**src/rtl/cpu_types_pkg.sv**
```systemverilog
// rtl/cpu_types_pkg.sv - shared word, RAM handshake state and arbiter FSM types
package cpu_types_pkg;

  typedef logic [31:0] word_t;

  typedef enum logic [1:0] {
    FREE   = 2'd0,
    BUSY   = 2'd1,
    ACCESS = 2'd2,
    ERROR  = 2'd3
  } ramstate_t;

  typedef enum logic {
    IDLE = 1'b0,
    XFER = 1'b1
  } arb_state_t;

endpackage

```
**src/rtl/mem_arbiter_rr_if.sv**
```systemverilog
// rtl/mem_arbiter_rr_if.sv - CPU-side request/stall bundle and RAM-side port of the arbiter
interface mem_arbiter_rr_if
  import cpu_types_pkg::*;
#(
  parameter int CPUS = 2
) ();

  logic [CPUS-1:0]  iREN;
  logic [CPUS-1:0]  dREN;
  logic [CPUS-1:0]  dWEN;
  word_t [CPUS-1:0] iaddr;
  word_t [CPUS-1:0] daddr;
  word_t [CPUS-1:0] dstore;
  logic [CPUS-1:0]  iwait;
  logic [CPUS-1:0]  dwait;
  word_t [CPUS-1:0] iload;
  word_t [CPUS-1:0] dload;

  logic      ramREN;
  logic      ramWEN;
  word_t     ramaddr;
  word_t     ramstore;
  word_t     ramload;
  ramstate_t ramstate;
  logic      ramerr;

  modport slave (
    input  iREN, dREN, dWEN, iaddr, daddr, dstore, ramload, ramstate,
    output iwait, dwait, iload, dload, ramREN, ramWEN, ramaddr, ramstore, ramerr
  );

  modport master (
    output iREN, dREN, dWEN, iaddr, daddr, dstore, ramload, ramstate,
    input  iwait, dwait, iload, dload, ramREN, ramWEN, ramaddr, ramstore, ramerr
  );

endinterface

```
**src/rtl/rr_picker.sv**
```systemverilog
// rtl/rr_picker.sv - combinational pick of the first set request at or after ptr, wrapping modulo N
module rr_picker #(
  parameter int N = 4,
  localparam int IW = (N > 1) ? $clog2(N) : 1
) (
  input  logic [N-1:0]  req,
  input  logic [IW-1:0] ptr,
  output logic [IW-1:0] grant,
  output logic          valid
);

  logic [IW:0]   sum;
  logic [IW-1:0] idx;

  // Scan from farthest to nearest so the nearest hit is the last one written.
  always_comb begin
    grant = '0;
    valid = 1'b0;
    sum   = '0;
    idx   = '0;
    for (int i = N - 1; i >= 0; i--) begin
      sum = {1'b0, ptr} + (IW + 1)'(i);
      if (sum >= (IW + 1)'(N)) begin
        sum = sum - (IW + 1)'(N);
      end
      idx = sum[IW-1:0];
      if (req[idx]) begin
        grant = idx;
        valid = 1'b1;
      end
    end
  end

endmodule

```
**src/rtl/mem_arbiter_rr.sv**
```systemverilog
// rtl/mem_arbiter_rr.sv - round-robin arbiter of per-CPU instruction/data ports onto one RAM
module mem_arbiter_rr
  import cpu_types_pkg::*;
#(
  parameter int CPUS       = 2,
  parameter bit DATA_FIRST = 1'b1
) (
  input logic             CLK,
  input logic             RST,
  mem_arbiter_rr_if.slave bus
);

  localparam int N  = 2 * CPUS;
  localparam int IW = $clog2(N);

  arb_state_t    state, state_next;
  logic [IW-1:0] rr_ptr, rr_ptr_next;
  logic [IW-1:0] winner, winner_next;
  logic [IW-1:0] pick;
  logic          pick_valid;
  logic [N-1:0]  act, data_mask, elig;
  logic          win_active;

  // Requester k = 2*cpu is the data port, 2*cpu+1 the instruction port.
  always_comb begin
    act       = '0;
    data_mask = '0;
    for (int c = 0; c < CPUS; c++) begin
      act[2*c]       = bus.dREN[c] | bus.dWEN[c];
      act[2*c+1]     = bus.iREN[c];
      data_mask[2*c] = 1'b1;
    end
  end

  assign elig = (DATA_FIRST && |(act & data_mask)) ? (act & data_mask) : act;

  rr_picker #(.N(N)) u_picker (
    .req   (elig),
    .ptr   (rr_ptr),
    .grant (pick),
    .valid (pick_valid)
  );

  assign bus.iload = {CPUS{bus.ramload}};
  assign bus.dload = {CPUS{bus.ramload}};

  always_ff @(posedge CLK or posedge RST) begin
    if (RST) begin
      state  <= IDLE;
      rr_ptr <= '0;
      winner <= '0;
    end else begin
      state  <= state_next;
      rr_ptr <= rr_ptr_next;
      winner <= winner_next;
    end
  end

  always_comb begin
    state_next   = state;
    rr_ptr_next  = rr_ptr;
    winner_next  = winner;
    bus.ramREN   = 1'b0;
    bus.ramWEN   = 1'b0;
    bus.ramaddr  = '0;
    bus.ramstore = '0;
    bus.ramerr   = 1'b0;
    bus.iwait    = '1;
    bus.dwait    = '1;
    win_active   = act[winner];

    case (state)
      IDLE: begin
        if (pick_valid) begin
          winner_next = pick;
          state_next  = XFER;
        end
      end
      XFER: begin
        if (!win_active) begin
          state_next = IDLE;
        end else begin
          for (int c = 0; c < CPUS; c++) begin
            if (winner == IW'(2*c)) begin
              bus.ramWEN   = bus.dWEN[c];
              bus.ramREN   = ~bus.dWEN[c];
              bus.ramaddr  = bus.daddr[c];
              bus.ramstore = bus.dstore[c];
            end else if (winner == IW'(2*c+1)) begin
              bus.ramREN  = 1'b1;
              bus.ramaddr = bus.iaddr[c];
            end
          end
          if (bus.ramstate == ACCESS || bus.ramstate == ERROR) begin
            for (int c = 0; c < CPUS; c++) begin
              if (winner == IW'(2*c))   bus.dwait[c] = 1'b0;
              if (winner == IW'(2*c+1)) bus.iwait[c] = 1'b0;
            end
            rr_ptr_next = (winner == IW'(N - 1)) ? '0 : winner + IW'(1);
            bus.ramerr  = (bus.ramstate == ERROR);
            state_next  = IDLE;
          end
        end
      end
      default: state_next = IDLE;
    endcase
  end

endmodule

```
**src/flat_wrapper.sv**
```systemverilog
// flat-port wrapper written by rule: the top's interface ports become plain ports
module mem_arbiter_rr_flat import cpu_types_pkg::*;
#(
  parameter int CPUS       = 2,
  parameter bit DATA_FIRST = 1'b1
)
  (CLK, RST, bus_iREN, bus_dREN, bus_dWEN, bus_iaddr, bus_daddr, bus_dstore, bus_ramload, bus_ramstate, bus_iwait, bus_dwait, bus_iload, bus_dload, bus_ramREN, bus_ramWEN, bus_ramaddr, bus_ramstore, bus_ramerr);
  mem_arbiter_rr_if #(.CPUS(CPUS)) bus_i ();
  input logic CLK;
  input logic RST;
  input wire logic [$bits(bus_i.iREN)-1:0] bus_iREN;
  input wire logic [$bits(bus_i.dREN)-1:0] bus_dREN;
  input wire logic [$bits(bus_i.dWEN)-1:0] bus_dWEN;
  input wire logic [$bits(bus_i.iaddr)-1:0] bus_iaddr;
  input wire logic [$bits(bus_i.daddr)-1:0] bus_daddr;
  input wire logic [$bits(bus_i.dstore)-1:0] bus_dstore;
  input wire logic [$bits(bus_i.ramload)-1:0] bus_ramload;
  input wire logic [$bits(bus_i.ramstate)-1:0] bus_ramstate;
  output wire logic [$bits(bus_i.iwait)-1:0] bus_iwait;
  output wire logic [$bits(bus_i.dwait)-1:0] bus_dwait;
  output wire logic [$bits(bus_i.iload)-1:0] bus_iload;
  output wire logic [$bits(bus_i.dload)-1:0] bus_dload;
  output wire logic [$bits(bus_i.ramREN)-1:0] bus_ramREN;
  output wire logic [$bits(bus_i.ramWEN)-1:0] bus_ramWEN;
  output wire logic [$bits(bus_i.ramaddr)-1:0] bus_ramaddr;
  output wire logic [$bits(bus_i.ramstore)-1:0] bus_ramstore;
  output wire logic [$bits(bus_i.ramerr)-1:0] bus_ramerr;
  assign bus_i.iREN = bus_iREN;
  assign bus_i.dREN = bus_dREN;
  assign bus_i.dWEN = bus_dWEN;
  assign bus_i.iaddr = bus_iaddr;
  assign bus_i.daddr = bus_daddr;
  assign bus_i.dstore = bus_dstore;
  assign bus_i.ramload = bus_ramload;
  assign bus_i.ramstate = bus_ramstate;
  assign bus_iwait = bus_i.iwait;
  assign bus_dwait = bus_i.dwait;
  assign bus_iload = bus_i.iload;
  assign bus_dload = bus_i.dload;
  assign bus_ramREN = bus_i.ramREN;
  assign bus_ramWEN = bus_i.ramWEN;
  assign bus_ramaddr = bus_i.ramaddr;
  assign bus_ramstore = bus_i.ramstore;
  assign bus_ramerr = bus_i.ramerr;
  mem_arbiter_rr #(.CPUS(CPUS), .DATA_FIRST(DATA_FIRST)) u_core (.CLK(CLK), .RST(RST), .bus(bus_i));
endmodule
```
**config.mk**
```make
export PLATFORM = sky130hd
export DESIGN_NAME = mem_arbiter_rr_flat
export DESIGN_NICKNAME = d
export VERILOG_FILES = /design/src/rtl/cpu_types_pkg.sv /design/src/rtl/mem_arbiter_rr_if.sv /design/src/rtl/rr_picker.sv /design/src/rtl/mem_arbiter_rr.sv /design/src/flat_wrapper.sv
export SDC_FILE = /design/constraint.sdc
export NUM_CORES = 1
export LEC_CHECK = 0
export CAP_MARGIN = 10
export CORE_AREA = 2 2 170 172
export CTS_BUF_LIST = sky130_fd_sc_hd__clkbuf_16
export DETAILED_ROUTE_END_ITERATION = 16
export DIE_AREA = 0 0 172 174
export GPL_TIMING_DRIVEN = 0
export PLACE_DENSITY_LB_ADDON = 0.3
export SLEW_MARGIN = 20
export SYNTH_ARGS = -nofsm -noshare
export SYNTH_HDL_FRONTEND = slang
export SYNTH_SLANG_ARGS = --single-unit
```
**constraint.sdc**
```tcl
create_clock -name CLK -period 4.5 [get_ports CLK]
set_input_delay 0.45 -clock CLK [delete_from_list [all_inputs] [get_ports CLK]]
set_output_delay 0.45 -clock CLK [all_outputs]
set_load 0.05 [all_outputs]
```
==> impl_metrics.tcl, run 1 <==
set metrics [dict create \
    grt_usage_pct 10.37 \
    drtIter0Drc 156 \
    grt_pass1_wl_mm 23.80 \
    crit_family "buffers and inverters" \
    crit_buf_inv 5 \
    synth_edf_count 0 \
    synth_seq_area_share_pct 4.843 \
    ys_seq_elements 5 \
    routed_wl_mm 17.57 \
    end_kind "output port" \
    drc 0 \
    fin_crit_ns 4.098 \
    ff2ff_path_depth 4 \
    postRouteAntennaNets 0 \
    start_util_pct 9.150 \
    antennaDiodeCount 0 \
    cp.arrival_ns 3.65 \
    grt_max_degree 11 \
    worstPathRequired_ns 4.05 \
    fp.dieArea_um2 29930 \
    ys_warn_count 0 \
    setup_viol 0 \
    netlist_area_um2 2584 \
    hold_class "input pin to asynchronous set/reset pin" \
    clk_latency_ns 0.23 \
    synth_most_common_cell "buf_4" \
    cp_cell_sequence "inv_1, ha_1, buf_2, clkinvlp_4, nand2_1, buf_2, o22ai_1, nor3_1, clkdlybuf4s50_1" \
    synth.largest_area_cell "buf_4" \
    peakVddDrop_mv 0.3645 \
    whs_ns 0.4416 \
    clock-root-buffer "clkbuf_16" \
    ys_top_cells_by_area "buf_4 37%, a221oi_1 11%, a22oi_1 9.3%" \
    cts_tree "yes" \
    post-route-period-util_pct 91.07 \
    power.total_mw 4.032 \
    layout-drive-gt1-share_pct 19.38 \
    syn2layout_area_growth_pct 176.8 \
    yosys.cell_types.count 33 \
    leakagePower_nw 2.714 \
    synth_top_area_share_pct 37.19 \
    grt_pass1_vias 4098 \
    critical_path_class "flip-flop to output port" \
    rsz0062_at_grt "no" \
    num_rows 62 \
    setup_tns_ns 0 \
    avgSynthCellArea_um2 6.890 \
    io_pins 433 \
    final_area_um2 7151 \
    maxCapViolCount 0 \
    preCtsSetupSlack_ns 0.3242 \
    core-area_um2 28240 \
    cts_buffers 3 \
    cts.sinks 5 \
    viasPerCell 3.663 \
    startpoint_type "flip-flop" \
    place_area_um2 7068 \
    fin_cells 1163 \
    ys.flop_type "dfrtp_1" \
    path_depth 9 \
    p_per_area_nw_per_um2 563.9 \
    chipHeight_um 174 \
    fin_nets 1018 \
    syn-num-nets 613 \
    tightest_slew_ns 0.7461 \
    clock_skew_ns 0.0008143 \
    crit_path_top_delay_cell "clkdlybuf4s50_1" \
    cpMostUsedCell "buf_2" \
    synthArstFlopShare_pct 100.0 \
    io_buffers 400 \
    clk_path_buf_depth 2 \
    utilization_pct 25.32 \
    cts_max_level 1 \
    fmax_mhz 244.0 \
    finalHoldViolCount 0 \
    drt-pass1-iter-count 6 \
    nFillCells 3125 \
    overflow 0 \
    slew_viol_final 0 \
    dp.final_hpwl_mm 15.27 \
    critPathMaxStageDelay_ns 0.89 \
    num_vias 4260 \
    clk_pin_slew_ns 0.03 \
    status "finished clean" \
    slew_headroom_pct 50.26 \
    place_congestion 0.7692 \
    grt_antenna_before_repair 0 \
    dp_cells 1159 \
    fp.dieW_um 172 \
    avgRoutedWirePerCell_um 15.11 \
    setup_slack_ns 0.4019 \
    synth_common_cells "128 x buf_4, 41 x nor2_1, 32 x a22oi_1, 32 x nor3_1, 32 x o22ai_1" \
    syn_inst 375 \
    crit_fanout 10 \
]
-- timing repair --
action / CTS / global route
endpoints found under the setup margin: 0 / 1
hold buffers: 0 / 0
resized for setup: 0 / 1
setup buffers: 0 / 0
endpoints found under the hold margin: 0 / 0
-- worst paths after layout --
check / start / endpoint / slack, ns
max in group asynchronous: RST / u_core.rr_ptr[0] / 3.87
worst max-delay path: u_core.winner[0] / bus_ramaddr[13] / 0.40
worst max register to register: u_core.winner[0] / u_core.rr_ptr[0] / 2.72
worst min-delay path: RST / u_core.winner[1] / 0.44
min in group CLK: u_core.rr_ptr[0] / u_core.rr_ptr[0] / 0.55
worst min register to register: u_core.rr_ptr[0] / u_core.rr_ptr[0] / 0.55
-- final cells by class --
cell class | instances | area [µm²] | share of cell area [%]
multi-input cells | 205 | 1320 | 18.46
flip-flops and latches | 5 | 125.1 | 1.750
clock inverters | 1 | 3.754 | 0.05249
clock buffers | 3 | 75.07 | 1.050
repair buffers | 400 | 4004 | 55.99
inverters | 5 | 22.52 | 0.3150
well taps | 384 | 480.5 | 6.719
plain buffers | 160 | 1120 | 15.66
-- worst reg2reg max path, stage by stage (launching register included) --
cell and delay, ns:
dfrtp_1 0.45, or3_1 0.40, o2111a_2 0.21, o21ai_2 0.25
mux2_2 0.36
-- kinds of logic after synthesis --
| family | count (synthesis) | share of synthesized area (%) |
|---|---|---|
| and+or+nand+nor | 86 | 15.06 |
| adders and majority gates | 4 | 1.937 |
| DFF | 5 | 4.843 |
| muxes | 2 | 0.8716 |
| buffers and inverters | 165 | 44.07 |
| AOI/OAI and AO/OA | 113 | 33.22 |
-- cell usage in the layout (no fill, tap or decap), types with 5 or more instances in the layout --
cell type	count
clkdlybuf4s50_1	400
dfrtp_1	5
a221oi_1	31
clkbuf_1	21
buf_4	128
o22ai_1	32
inv_1	5
nor2_1	41
nor3_1	32
a22oi_1	32
buf_2	7
-- state kept, by name, indices dropped and copies added, names as in the netlist --
register / flops
u_core.rr_ptr: 2
u_core.winner: 2
u_core.state: 1
-- routing by layer --
| metal | vias up | GRT usage [%] | wire length (µm) |
|---|---|---|---|
| met5 | - | 0 | 0 |
| li1 | 2065 | - | - |
| met2 | 281 | 20.11 | 8978 |
| met3 | 12 | 2.277 | 1955 |
| met1 | 1902 | 11.43 | 6360 |
| met4 | 0 | 1.926 | 279 |
-- where the power goes --
group | internal, mW | leakage (nW) | switching (mW)
clock | 0.115 | 0.0423 | 0.0299
combinational | 1.31 | 2.61 | 2.48
sequential | 0.0683 | 0.0595 | 0.0286
total | 1.50 | 2.71 | 2.54
Note: power is estimated with default switching activity, not from simulation.
==> run 2, diff against run 1 <==
GPL_TIMING_DRIVEN = unset   (was 0)
==> impl_metrics.tcl, run 2 (synthesis gave the netlist of run 1 again) <==
set metrics [dict create \
    status "finished clean" \
    viasPerCell 3.655 \
    drc 0 \
    clk_latency_ns 0.23 \
    syn2layout_area_growth_pct 98.69 \
    worstSetupStartpoint "bus_dWEN[0]" \
    r2r_start "u_core.winner[0]" \
    drt-pass1-iter-count 4 \
    final_cell_mix "237 x clkdlybuf4s50_1, 41 x nor2_1" \
    switchingPower_mw 2.280 \
    crit_fanout 34 \
    num_rows 62 \
    fin_crit_ns 3.603 \
    io_pins 433 \
    fp.dieW_um 172 \
    intPower_mw 1.637 \
    nFillCells 3193 \
    routed_wl_mm 13.74 \
    swShare_pct 58.20 \
    overflow 0 \
    clock-root-buffer "clkbuf_16" \
    io_buffers 272 \
    combPwrFrac_pct 93.9 \
    clk_pin_slew_ns 0.03 \
    cts_resized 0 \
    cp.arrival_ns 3.15 \
    avgRoutedWirePerCell_um 15.54 \
    clock_skew_ns 0.001615 \
    grt_max_degree 35 \
    r2r_slack_ns 1.96 \
    leakagePower_nw 1.734 \
    cts_setup_buffers 0 \
    power_frac_seq_pct 2.5 \
    cts_hold_buffers 0 \
    crit_end "bus_ramaddr[5]" \
    tightest_slew_ns 0.8324 \
    mostFrequentLayoutCell "clkdlybuf4s50_1" \
    slew_viol_final 0 \
    num_vias 3231 \
    chipHeight_um 174 \
    finalHoldViolCount 0 \
    drtIter0Drc 123 \
    place_area_um2 5055 \
    start_util_pct 9.150 \
    startpoint_type "input pin" \
    cts.sinks 5 \
    postRouteAntennaNets 0 \
    dp.final_hpwl_mm 11.30 \
    pwr-share-clk_pct 3.6 \
    cts_buffers 3 \
    setup_viol 0 \
    layout-drive-gt1-share_pct 11.60 \
    end_kind "output port" \
    cts_tree "yes" \
    cts_max_level 1 \
    slew_headroom_pct 44.38 \
    setup_tns_ns 0 \
    reg_top3 "u_core.rr_ptr: 2 flops, u_core.winner: 2 flops, u_core.state: 1 flops" \
    place_congestion 0.7405 \
    reg2reg_to "u_core.state" \
    core-area_um2 28240 \
    final_area_um2 5134 \
    hold_class "input pin to asynchronous set/reset pin" \
    grt_pass1_wl_mm 19.26 \
    post-route-period-util_pct 80.08 \
    fin_nets 739 \
    ff2ff_path_depth 5 \
    peakVddDrop_mv 0.3854 \
    clk_path_buf_depth 2 \
    grt_usage_pct 8.293 \
    fmax_mhz 277.5 \
    grt_pass1_vias 3409 \
    rsz0062_at_grt "no" \
    antennaDiodeCount 0 \
    p_per_area_nw_per_um2 763.0 \
    worstPathRequired_ns 4.05 \
    fp.dieArea_um2 29930 \
    critical_path_class "input pin to output port" \
    maxCapViolCount 0 \
    grt_antenna_before_repair 1 \
]
run 2: cell types whose count changed in the layout (fill, tap and decap cells not counted), sizes merged:
| cell | delta |
|---|---|
| clkbuf | -21 |
| clkdlybuf4s50 | -163 |
| buf | -95 |
| clkinv | +1 |
| clkinvlp | -1 |
run 2: worst max-delay path, cell delays in order:
cell	delay [ns]
clkdlybuf4s50_1	0.51
or3_1	0.38
o2111a_2	0.20
nor2_4	0.67
buf_4	0.53
nor3_1	0.20
buf_12	0.19
run 2: how the worst min path moves through the flow:
stage / start / end / slack (ns) / cells after the start
CTS: RST / u_core.winner[1] / 0.44 / 2
detailed placement: u_core.rr_ptr[0] / u_core.rr_ptr[0] / 0.54 / 1
floorplan: RST / u_core.rr_ptr[0] / 0.23 / 1
finish: RST / u_core.state / 0.43 / 2
global route: RST / u_core.winner[0] / 0.47 / 2
global placement: u_core.rr_ptr[0] / u_core.rr_ptr[0] / 0.54 / 1
run 2: metal layers:
layer,track usage (%),up-vias,part of all wire [%]
met4,5.007,2,6.0
met1,9.027,1452,37
met2,13.74,215,45
met3,2.937,62,12
met5,0,-,0.095
li1,-,1500,-
run 2: area by class of cell:
type	instances	area, µm²	area share (%)
Clock buffer	3	75.07	1.462
Clock inverter	1	3.754	0.07312
Inverter	5	18.77	0.3656
Multi-Input combinational cell	205	1328	25.86
Sequential cell	5	125.1	2.437
Tap cell	384	480.5	9.359
Timing Repair Buffer	281	3103	60.44
run 2: power by group through the flow:
| stage | registers (mW) | logic, mW | clock network, mW |
|---|---|---|---|
| final | 0.0971 | 3.68 | 0.142 |
| after global routing | 0.101 | 3.88 | 0.147 |
| after CTS | 0.0954 | 3.72 | 0.144 |
| after detailed placement | 0.0958 | 3.71 | 0 |
| after global placement | 0.0975 | 3.73 | 0 |
| after floorplan | 0.0867 | 2.47 | 0 |
run 2: through the flow:
| step | hold WS (ns) | cells | utilization (%) | setup slack (ns) | power, mW |
|---|---|---|---|---|---|
| finish | 0.4282 | 884 | 18.18 | 0.8965 | 3.917 |
| global placement | 0.5365 | 880 | 17.90 | 0.8260 | 3.823 |
| CTS | 0.4398 | 884 | 18.18 | 0.8157 | 3.957 |
| floorplan | 0.2285 | 375 | - | 1.476 | 2.556 |
| detailed placement | 0.5400 | 880 | 17.90 | 0.8223 | 3.802 |
| global route | 0.4740 | 884 | 18.18 | 0.7052 | 4.127 |
==> edit (flow settings as in run 1) <==
`DATA_FIRST` is set to 1'b1 in 2 places; all go to 1'b0.
--- a/src/rtl/mem_arbiter_rr.sv
+++ b/src/rtl/mem_arbiter_rr.sv
@@ -5,3 +5,3 @@
   parameter int CPUS       = 2,
-  parameter bit DATA_FIRST = 1'b1
+  parameter bit DATA_FIRST = 1'b0
 ) (
--- a/src/flat_wrapper.sv
+++ b/src/flat_wrapper.sv
@@ -4,3 +4,3 @@
   parameter int CPUS       = 2,
-  parameter bit DATA_FIRST = 1'b1
+  parameter bit DATA_FIRST = 1'b0
 )
Formal check against the unedited RTL: not equivalent (Yosys sat finds a counterexample within 4 cycles, from zero or initial values and one cycle with RST high).
==> edit against run 1 <==
- design area is 0.65% higher
- synthesized cell count rose by 1.9%
- critical path type unchanged
- area after synthesis is 1.8% higher
- sequential cell count unchanged
- maximum frequency up 0.55%
- power increased by 3.2%
- worst setup slack improved by 0.022 ns
- routed wire length grew 6.9%
==> edit: results (changes against run 1) <==
Final layout:
- The number of fill cells is 3129 (was 3125).
- The fraction of final layout cells sized beyond drive strength 1 came to 19.1% (was 19.4%).
- The total number of nets in the final design is 1026 (was 1018).

Timing:
- The pin slew with the least headroom to its limit came to 0.710 ns (was 0.746 ns).
- The largest clock skew in the final design was 0.00234 ns (was 0.000814 ns).

GRT:
- The via count of the first global-routing pass is 4260 (was 4098).
- The number of antenna violations at the first check in global routing is 0 (unchanged).
- The global-route wire length before repair is 26100 microns (was 23800 microns).
- The total track usage was 11.4% (was 10.4%).

Routing:
- The DRC violation total after the first TritonRoute iteration is 196 (was 156).
- The total iterations of the first detailed-routing run was 4 (was 6).
- The mean number of vias per cell came to 3.64 (was 3.66).
- The wire length after detailed routing is 18800 microns (was 17600 microns).

Place:
- The worst setup timing slack at the placement stage came to -0.245 ns (was 0.324 ns).
- The weighted congestion at the end of routability-driven global placement is 0.787 (was 0.769).

CTS:
- The clock network latency to the later pin of the worst-skew pair came to 0.23 ns (about the same).
- The buffer type at the clock tree root was clkbuf_16 (unchanged).
- The total CTS buffers is 3 (unchanged).

Synth:
- Largest cells by area after synthesis: buf_4 (37%), a221oi_1 (11%), a22oi_1 (9.1%) (was buf_4 (37%), a221oi_1 (11%), a22oi_1 (9.3%)).
- The post-synthesis sequential area ratio came to 4.76% (was 4.84%).
- The number of nets in the synthesized netlist is 621 (was 613).
- Most frequent cells after synthesis: buf_4 (129), nor2_1 (41), nor3_1 (35) (was buf_4 (128), nor2_1 (41), a22oi_1 (32), nor3_1 (32), o22ai_1 (32)).
- The distinct cell type count after synthesis is 28 (was 33).

Worst setup path:
- The worst reg-to-reg path cell count came to 5 (was 4).
- The endpoint arrival time on the critical path is 3.63 ns (was 3.65 ns).
- The destination of the worst register-to-register timing path is u_core.state$_DFF_PP0_ (was u_core.rr_ptr[0]$_DFFE_PP0P_).

Power and ir drop:
- The worst voltage drop across the vdd grid is 0.000331 V (was 0.000364 V).

Status:
- Run status: complete, no violations (unchanged).
[edit: cell types whose count changed after synthesis, moves of 2 or more]
cell	delta
a2111oi_4	+2
a21oi_1	+2
buf_2	-3
clkbuf_1	+3
inv_1	+2
nor3_1	+3
[edit: area by class of cell]
type / instances / share of cell area (%)
Timing Repair Buffer: 400 / 55.6
Multi-Input combinational cell: 209 / 18.9
Buffer: 160 / 15.5
Tap cell: 384 / 6.68
Sequential cell: 5 / 1.74
Clock buffer: 3 / 1.04
Inverter: 8 / 0.435
Clock inverter: 1 / 0.0522
[edit: per-stage QoR]
stage / util [%] / instance area [sq um] / instances
after global routing: 25.5 / 7200 / 1170
after global placement: 25.2 / 7120 / 1166
after detailed placement: 25.2 / 7120 / 1166
final: 25.5 / 7200 / 1170
after CTS: 25.5 / 7200 / 1170
after floorplan: - / 2630 / 382
[edit: worst max-delay path, delay by kind of cell (launching register included)]
family / cells / cell delay, ns
AND/OR/NAND/NOR: 2 / 0.63
AO/OA/AOI/OAI: 1 / 0.13
buffers and inverters: 5 / 1.96
flip-flops: 1 / 0.50
adder cells (fa/ha/maj): 1 / 0.15
[edit: cells by family (layout without fill, tap and decap cells)]
logic type,Yosys count,count (layout),synth area share [%]
compound gates,114,114,33.2
fa+ha+maj,5,5,2.38
buf+inv,168,572,43.4
flops,5,5,4.76
mux,4,4,1.66
simple gates,86,86,14.6
[edit: where the power goes]
part	internal [W]	leakage, nW	total [W]	switching (W)
Clock	0.000115	0.0423	0.000142	0.0000274
Sequential	0.0000687	0.0591	0.000105	0.0000366
Combinational	0.00134	2.63	0.00391	0.00257
Total	0.00152	2.73	0.00416	0.00264
[edit: timing repair]
item,CTS,global route
setup endpoints to repair,12,0
setup buffers,0,0
endpoints found under the hold margin,0,0
resized for setup,2,0
[edit: per-layer routing]
layer  vias to the layer above  GRT usage [%]  routed length [microns]
li1                       2085              -                        -
met1                      1908           13.2                     7240
met2                       257           21.8                     9580
met3                        10           2.32                     1750
met4                         0           1.54                      214
met5                         -              0                        0
[edit: how the worst max path moves through the flow]
stage	to	slack, ns	depth (start not counted)
5_1_grt	bus_ramaddr[4]	0.05	9
3_3_place_gp	bus_ramaddr[7]	-0.23	9
2_1_floorplan	bus_ramaddr[10]	1.38	8
3_5_place_dp	bus_ramaddr[4]	-0.24	9
6_report	bus_ramaddr[4]	0.42	9
4_1_cts	bus_ramaddr[4]	0.20	9
